## config.mk

```make
export PLATFORM = sky130hd
export DESIGN_NAME = sdram_port_arbiter
export DESIGN_NICKNAME = d
export VERILOG_FILES = /design/src/rtl/sdram_arb_pkg.sv /design/src/rtl/sdram_port_arbiter_rr_pick.sv /design/src/rtl/sdram_port_arbiter.sv
export SDC_FILE = /design/constraint.sdc
export NUM_CORES = 1
export LEC_CHECK = 0
export BUFFER_PORTS_ARGS = -buffer_cell sky130_fd_sc_hd__buf_4
export CAP_MARGIN = 20
export CORE_UTILIZATION = 30
export CTS_BUF_LIST = sky130_fd_sc_hd__clkbuf_4 sky130_fd_sc_hd__clkbuf_8
export CTS_CLUSTER_SIZE = 14
export DETAILED_ROUTE_END_ITERATION = 10
export GPL_TIMING_DRIVEN = 1
export PLACE_DENSITY_LB_ADDON = 0.15
export SLEW_MARGIN = 20
export SYNTH_ARGS = -nofsm -noshare
export SYNTH_HDL_FRONTEND = slang
export SYNTH_SLANG_ARGS = --single-unit
```

## constraint.sdc

```tcl
create_clock -name sysclk -period 3.45 [get_ports sysclk]
set_input_delay 0.69 -clock sysclk [delete_from_list [all_inputs] [get_ports sysclk]]
set_output_delay 0.69 -clock sysclk [all_outputs]
set_load 0.01 [all_outputs]
```

## src/rtl/sdram_arb_pkg.sv

```systemverilog
// Shared definitions for the SDRAM port arbiter.
//   arb_state_t      : arbiter FSM states (IDLE, ISSUE, WAIT_RD, DONE)
//   ARB_AW_DEF       : default SDRAM word address width
//   ARB_LOCK_MAX_DEF : default maximum back-to-back locked transactions
package sdram_arb_pkg;

  typedef enum logic [1:0] {
    IDLE    = 2'd0,
    ISSUE   = 2'd1,
    WAIT_RD = 2'd2,
    DONE    = 2'd3
  } arb_state_t;

  localparam int ARB_AW_DEF       = 23;
  localparam int ARB_LOCK_MAX_DEF = 8;

endpackage

```

## src/rtl/sdram_port_arbiter_rr_pick.sv

```systemverilog
// rr_pick: purely combinational round-robin selector.
//   req   : per-requester request bits (NREQ = 1..4)
//   last  : index of the previous winner; the search starts at last+1
//   grant : index of the selected requester (zero-extended to 2 bits)
//   valid : at least one request is present
module rr_pick
  import sdram_arb_pkg::*;
#(
  parameter int NREQ = 3
) (
  input  logic [NREQ-1:0] req,
  input  logic [1:0]      last,
  output logic [1:0]      grant,
  output logic            valid
);

  logic [3:0] req4;
  logic [2:0] cand;

  // Candidates are scanned from furthest to nearest so the requester
  // closest after 'last' is the final (winning) assignment.
  always_comb begin
    req4             = '0;
    req4[NREQ-1:0]   = req;
    grant            = '0;
    valid            = 1'b0;
    cand             = '0;
    for (int i = NREQ; i >= 1; i--) begin
      cand = {1'b0, last} + 3'(i);
      if (cand >= 3'(NREQ)) cand = cand - 3'(NREQ);
      if (req4[cand[1:0]]) begin
        grant = cand[1:0];
        valid = 1'b1;
      end
    end
  end

endmodule

```

## src/rtl/sdram_port_arbiter.sv

```systemverilog
// sdram_port_arbiter: shares one SDRAM controller command port between
// NREQ requesters (0 = core0, 1 = core1, 2 = DMA) with round-robin
// arbitration and a single outstanding transaction.
//   sysclk, sysrst          : clock, synchronous active-high reset
//   m_req/m_we/m_lock       : per-requester request, write flag, lock request
//   m_addr/m_wdata/m_be     : packed per-requester address, write data, byte enables
//   m_ack                   : one-cycle completion pulse to the owner
//   m_rdata                 : read data, valid with the m_ack of a read, held after
//   s_valid/s_we/s_addr/s_wdata/s_be, s_ready : command handshake to the controller
//   s_rvalid/s_rdata        : read return, one beat per read
//   owner                   : current grant index (debug)
// Optional feature: define SDRAM_ARB_LOCK_EN to let an owner holding m_lock
// keep the port for up to LOCK_MAX back-to-back transactions.
module sdram_port_arbiter
  import sdram_arb_pkg::*;
#(
  parameter int NREQ     = 3,
  parameter int AW       = ARB_AW_DEF,
  parameter int LOCK_MAX = ARB_LOCK_MAX_DEF
) (
  input  logic                 sysclk,
  input  logic                 sysrst,
  input  logic [NREQ-1:0]      m_req,
  input  logic [NREQ-1:0]      m_we,
  input  logic [NREQ-1:0]      m_lock,
  input  logic [NREQ*AW-1:0]   m_addr,
  input  logic [NREQ*32-1:0]   m_wdata,
  input  logic [NREQ*4-1:0]    m_be,
  output logic [NREQ-1:0]      m_ack,
  output logic [31:0]          m_rdata,
  output logic                 s_valid,
  output logic                 s_we,
  output logic [AW-1:0]        s_addr,
  output logic [31:0]          s_wdata,
  output logic [3:0]           s_be,
  input  logic                 s_ready,
  input  logic                 s_rvalid,
  input  logic [31:0]          s_rdata,
  output logic [1:0]           owner
);

  arb_state_t      state;
  logic [1:0]      last_owner;
  logic [1:0]      pick;
  logic            pick_valid;
  logic            arb_take;
  logic            lock_take;
  logic [1:0]      sel;
  logic            sel_we;
  logic [AW-1:0]   sel_addr;
  logic [31:0]     sel_wdata;
  logic [3:0]      sel_be;
  logic [NREQ-1:0] ack_vec;

  function automatic logic [NREQ-1:0] onehot(input logic [1:0] idx);
    logic [NREQ-1:0] r;
    r = '0;
    for (int i = 0; i < NREQ; i++)
      if (idx == 2'(i)) r[i] = 1'b1;
    return r;
  endfunction

  rr_pick #(.NREQ(NREQ)) u_pick (
    .req   (m_req),
    .last  (last_owner),
    .grant (pick),
    .valid (pick_valid)
  );

  assign arb_take = (state == IDLE) && pick_valid;
  assign ack_vec  = onehot(owner);

  // In IDLE the fields come from the arbitration winner; in DONE (lock
  // continuation) they are re-latched from the current owner.
  always_comb begin
    sel       = (state == IDLE) ? pick : owner;
    sel_we    = 1'b0;
    sel_addr  = '0;
    sel_wdata = '0;
    sel_be    = '0;
    for (int i = 0; i < NREQ; i++) begin
      if (sel == 2'(i)) begin
        sel_we    = m_we[i];
        sel_addr  = m_addr[i*AW +: AW];
        sel_wdata = m_wdata[i*32 +: 32];
        sel_be    = m_be[i*4 +: 4];
      end
    end
  end

`ifdef SDRAM_ARB_LOCK_EN
  localparam int LCW = (LOCK_MAX > 2) ? $clog2(LOCK_MAX) : 1;

  logic [LCW-1:0] lock_cnt;
  logic           own_lock;
  logic           own_req;

  always_comb begin
    own_lock = 1'b0;
    own_req  = 1'b0;
    for (int i = 0; i < NREQ; i++) begin
      if (owner == 2'(i)) begin
        own_lock = m_lock[i];
        own_req  = m_req[i];
      end
    end
  end

  // lock_cnt counts continuations after the arbitrated grant, so the owner
  // gets at most LOCK_MAX transactions in a row.
  assign lock_take = (state == DONE) && own_lock && own_req &&
                     (int'(lock_cnt) < LOCK_MAX - 1);

  always_ff @(posedge sysclk) begin
    if (sysrst)         lock_cnt <= '0;
    else if (arb_take)  lock_cnt <= '0;
    else if (lock_take) lock_cnt <= lock_cnt + 1'b1;
  end
`else
  logic unused_lock;
  assign unused_lock = ^m_lock;
  assign lock_take   = 1'b0;
`endif

  always_ff @(posedge sysclk) begin
    if (sysrst) begin
      state      <= IDLE;
      s_valid    <= 1'b0;
      m_ack      <= '0;
      m_rdata    <= '0;
      owner      <= '0;
      last_owner <= 2'(NREQ - 1);
    end else begin
      m_ack <= '0;
      case (state)
        IDLE: begin
          if (arb_take) begin
            owner      <= pick;
            last_owner <= pick;
            s_valid    <= 1'b1;
            state      <= ISSUE;
          end
        end
        ISSUE: begin
          // Requester dropping m_req here does not abort the command.
          if (s_ready) begin
            s_valid <= 1'b0;
            if (s_we) begin
              m_ack <= ack_vec;
              state <= DONE;
            end else begin
              state <= WAIT_RD;
            end
          end
        end
        WAIT_RD: begin
          if (s_rvalid) begin
            m_rdata <= s_rdata;
            m_ack   <= ack_vec;
            state   <= DONE;
          end
        end
        DONE: begin
          if (lock_take) begin
            s_valid <= 1'b1;
            state   <= ISSUE;
          end else begin
            state <= IDLE;
          end
        end
        default: state <= IDLE;
      endcase
    end
  end

  // Command fields only load when a command is being set up, so they stay
  // stable for the whole ISSUE phase.
  always_ff @(posedge sysclk) begin
    if (arb_take || lock_take) begin
      s_we    <= sel_we;
      s_addr  <= sel_addr;
      s_wdata <= sel_wdata;
      s_be    <= sel_be;
    end
  end

endmodule
```

# Yosys cells after proc, flatten, opt, wreduce, memory -nomap -nowiden
# Cells that the tools add are included.
# word_totals
in_bits	222
output_inout_bits	98
register_bits	102
elab_cells	84
# op_classes
reduce_logical	9
eq_ne	10
magnitude_cmp	6
n_mux	43
n_addsub	6
# op_table
cell	n
$mux W32	3
$mux W23	3
$mux W2	10
$mux W1	15
$mux W4	3
$ge A3 B2 Y1 const B	3
$lt A2 B3 Y1 const B	3
$mux W3	3
$eq A2 B2 Y1 const B	4
$pmux W2 S4	1
$add A2 B2 Y3 const B	2
$bmux W1 S2	3
$eq A2 B1 Y1 const B	3
$logic_not A2 Y1	3
$ne A2 B2 Y1 const B	3
$pmux W3 S2	1
$reduce_and A3 Y1	2
$sub A2 B2 Y2 const B	3
$reduce_and A2 Y1	2
$add A2 B1 Y3 const B	1
$pmux W1 S2	1
$reduce_bool A2 Y1	1
$logic_and A1 B1 Y1	1

# Depth between registers and ports, before layout
# depth
word_depth	13
ltp_mapped	14
mapped_depth_nobuf	8

# Hierarchy
# From an unflattened synthesis, not the netlist that was laid out.
# unflattened
hier_cells	423
area_unflattened_um2	5276.3
# modules_own_cells
mod	cells_per_inst	instances	area_per_inst_um2
sdram_port_arbiter	394	1	5087.4
rr_pick	29	1	188.9

# Worst setup path after synthesis
# Ideal clock, no wire load.
# synth_path
path_type	reg-to-reg
start	register, netlist name owner[0]
end	register s_addr[0] (enable)
path_buffers	4
setup_ns	0.414
path_slack_ns	-0.201
arrival_ns	3.237
path_stages_with_launch	12
cell_sequence	dfxtp_1 > clkbuf_1 > buf_2 > buf_2 > inv_1 > ha_1 > buf_2 > mux2i_1 > o21ai_0 > a211o_1 > nand2_1 > inv_1
# synth_lines
element	line	source
to (signal assigned)	sdram_port_arbiter.sv:181	s_addr <= sel_addr;
to (decl)	sdram_port_arbiter.sv:33	output logic [AW-1:0] s_addr,

# Worst setup path after layout
# layout_path
start	register owner[0]
end	register s_addr[3] (data pin)
# layout_via
elab_chain_len	5
# layout_rtl
element	line	source
from (decl)	sdram_port_arbiter.sv:39	output logic [1:0] owner
from (signal assigned)	sdram_port_arbiter.sv:138	owner <= pick;
$mux W2 (*)	sdram_port_arbiter.sv:76	sel = (state == IDLE) ? pick : owner;
$logic_not A2 Y1	sdram_port_arbiter.sv:82	if (sel == 2'(i)) begin
$mux W23 (2 in series)	sdram_port_arbiter.sv:82	
$mux W23 (*)	sdram_port_arbiter.sv:82	
named net sel_addr[3]	sdram_port_arbiter.sv:50	logic [AW-1:0] sel_addr;
# Mark *: on every way through the listed nets, which the timed path passes. The rest lies on a longest branch.
# A chain may end at the register's enable or synchronous reset.

==> results.toml <==
[finish]
drive_above_1_share_pct = 42.2
diodes = 0
fill_cells = 1711
finish.net_count = 1073
area_growth_pct = 47.2

[detailed_routing]
postRouteAntennaNets = 0
vias = 5608
drtIter0Drc = 302
via_per_inst = 5.20
firstDrtPassIters = 4
wire_per_inst_um = 17.9
totalWireLength_mm = 19.3
drcViolationCount = 0

[timing]
min_period_ns = 3.07
report.final.setup_viol = 0
final.setup.tns_ns = 0
skew_ns = 0.0124
slew_headroom_pct = 45.5
rsz0062_at_grt = "false"
worst_slew_pin_slew_ns = 0.818
clock.fmax_ghz = 0.326
slew_violations = 0
hold_viol = 0
period_share_pct = 88.9

[clocking]
numCtsBuffers = 9
clkTransAtPathRegs_ns = 0.10
ctsLongestPathBuffers = 2
cts_root_buf = "clkbuf_8"
cts_sinks = 101
clkLatencyLatePin_ns = 0.38
cts-resized-gates = 0
htree_levels = 3
cts_tree = "built"
post_cts_buffers = 0
postCtsHoldBufs = 0

[grt]
grt_first_pass_wirelength_mm = 29.6
grt_pass1_vias = 5599
grt_max_degree = 61
busiest_layer = "met2"
grt_util_met3_pct = 6.23
grt_use_met1_pct = 21.9
grt_overflow = 0
grtUsageMet2_pct = 34.8
gr-usage-all-layers_pct = 19.5
antenna_found_initial = 0

[synth]
synth_seq_cells = 101
synth-async-reset-ratio_pct = 0
syn_area_per_cell_um2 = 10.1
yosysWarnings = 0
synthesis.area_um2 = 5660
synth_flop_cell = "edfxtp_1"
synth_cell_types = 40
synth_edf_count = 60
syn_nets = 788
synthCells = 559
synth_seq_area_share_pct = 46.3

[floorplan]
start_util_pct = 31.1
die-area_um2 = 19400
fp.dieH_um = 139
core_region_area_um2 = 18200
ios = 320
die_w_um = 139
rows = 49

[critical_path]
ff2ff_setup_slack_ns = 0.38
critPathRequiredTime_ns = 3.67
cp_max_fo = 33
cp-end-kind = "flop"
critPathKind = "reg -> reg"
r2r-end = "s_addr[3]"
r2r_start = "owner[0]"
crit_path_start_kind = "flop"
r2r_cells = 9
worstPathArrival_ns = 3.29

[placed_design]
hpwl_mm = 13.9
gp_congestion = 0.812
io_buffer_count = 316

[job]
drv_cap = 0

[worst_hold_path]
hold_class = "reg -> reg"
min_path_cells = 2
min-delay-start = "m_rdata[10]"
hold_end = "m_rdata[10]"

[pwr]
p_per_area_nw_per_um2 = 889
peakVddDrop_v = 0.000570
power_mw = 7.41
leakage_nw = 3.37

[run_status]
status = "finished, final reports clean"
[critical path: stages, from the launching register on]
cell and delay, ns:
dfxtp_4 0.38, inv_1 0.07, ha_1 0.47, nor4bb_1 0.29, nor3_1 0.10, o31ai_2 0.23
mux2_4 0.20, o21a_2 0.61, buf_4 0.38, o2bb2ai_1 0.15
[cell type report]
class | count | area, um2 | area share [%]
inverters | 8 | 33.8 | 0.405
multi-input cells | 396 | 2730 | 32.8
well taps | 229 | 287 | 3.44
flip-flops and latches | 101 | 2630 | 31.5
repair buffers | 328 | 2460 | 29.5
clock buffers | 11 | 151 | 1.82
clock inverters | 5 | 43.8 | 0.525
[power by group]
group	switching [mW]	leakage, nW	internal (mW)
Combinational	2.54	2.34	1.82
Sequential	0.155	0.927	2.14
Clock	0.446	0.100	0.310
Total	3.14	3.37	4.27
[registers in the layout, indices dropped and copies added, names as in the netlist]
signal and flops:
last_owner 1, m_ack 3, m_rdata 32, owner 2, s_addr 23, s_be 4, s_valid 1, s_wdata 32
s_we 1, state 2
[per-layer routing]
layer | vias up | part of all wire, %
met1 | 2633 | 39
met2 | 239 | 51
met4 | 0 | 2.2
met5 | - | 0
met3 | 29 | 8.2
li1 | 2707 | -
[metrics by stage]
| stage | hold slack, ns | util [%] | std cells | area (um2) | setup slack, ns |
|---|---|---|---|---|---|
| 3_3_place_gp | 0.443 | 44.7 | 1062 | 8140 | 0.525 |
| 6_report | 0.462 | 45.8 | 1078 | 8340 | 0.382 |
| 4_1_cts | 0.463 | 45.8 | 1078 | 8340 | 0.416 |
| 5_1_grt | 0.486 | 45.8 | 1078 | 8340 | 0.204 |
| 3_5_place_dp | 0.447 | 44.7 | 1062 | 8140 | 0.454 |
| 2_1_floorplan | 0.465 | - | 559 | 5670 | 0.0364 |
[layout by cell type, fill, tap and decap left out, drive strengths merged, types with 7 or more instances in the layout]
master   count
clkbuf      11
o2bb2ai     60
ha           7
mux2i       63
edfxtp      60
buf        328
a21oi       37
nor2        66
a221oi      61
inv          8
nand2       72
dfxtp       41
[how the worst max path moves through the flow]
stage                  startpoint        end  slack (ns)
floorplan                owner[0]  s_addr[0]        0.04
global placement         owner[0]  s_addr[6]        0.53
detailed placement  last_owner[1]  s_addr[1]        0.45
CTS                      owner[0]  s_addr[1]        0.42
global route        last_owner[1]  s_addr[3]        0.20
finish                   owner[0]  s_addr[3]        0.38
[cells in the mapped netlist, types with 2 or more instances]
| library cell | n | area share, % |
|---|---|---|
| nand2_1 | 72 | 4.8 |
| nor2_1 | 65 | 4.3 |
| mux2i_1 | 63 | 11 |
| a221oi_1 | 60 | 9.3 |
| edfxtp_1 | 60 | 32 |
| o2bb2ai_1 | 60 | 9.3 |
| dfxtp_1 | 41 | 14 |
| a21oi_1 | 36 | 3.2 |
| clkbuf_1 | 29 | 1.9 |
| buf_2 | 9 | 0.80 |
| buf_4 | 8 | 1.1 |
| inv_1 | 8 | 0.53 |
| ha_1 | 7 | 1.5 |
| buf_6 | 6 | 1.2 |
| nor3_1 | 4 | 0.35 |
| nand2b_1 | 3 | 0.33 |
| and2_1 | 2 | 0.22 |
| buf_1 | 2 | 0.13 |
| nand3_1 | 2 | 0.18 |
| o21ai_0 | 2 | 0.18 |
[cell families (layout without fill, tap and decap cells)]
kind of cell             count (synthesis)  in the layout  synth area share (%)
adder cells (fa/ha/maj)                  7              7                  1.55
multiplexers                            64             64                  11.4
buffers and inverters                   62            352                  5.63
flip-flops                             101            101                  46.3
AO/OA/AOI/OAI                          171            171                  24.0
AND/OR/NAND/NOR                        154            154                  11.1
Power figures use the tool's default switching activity.
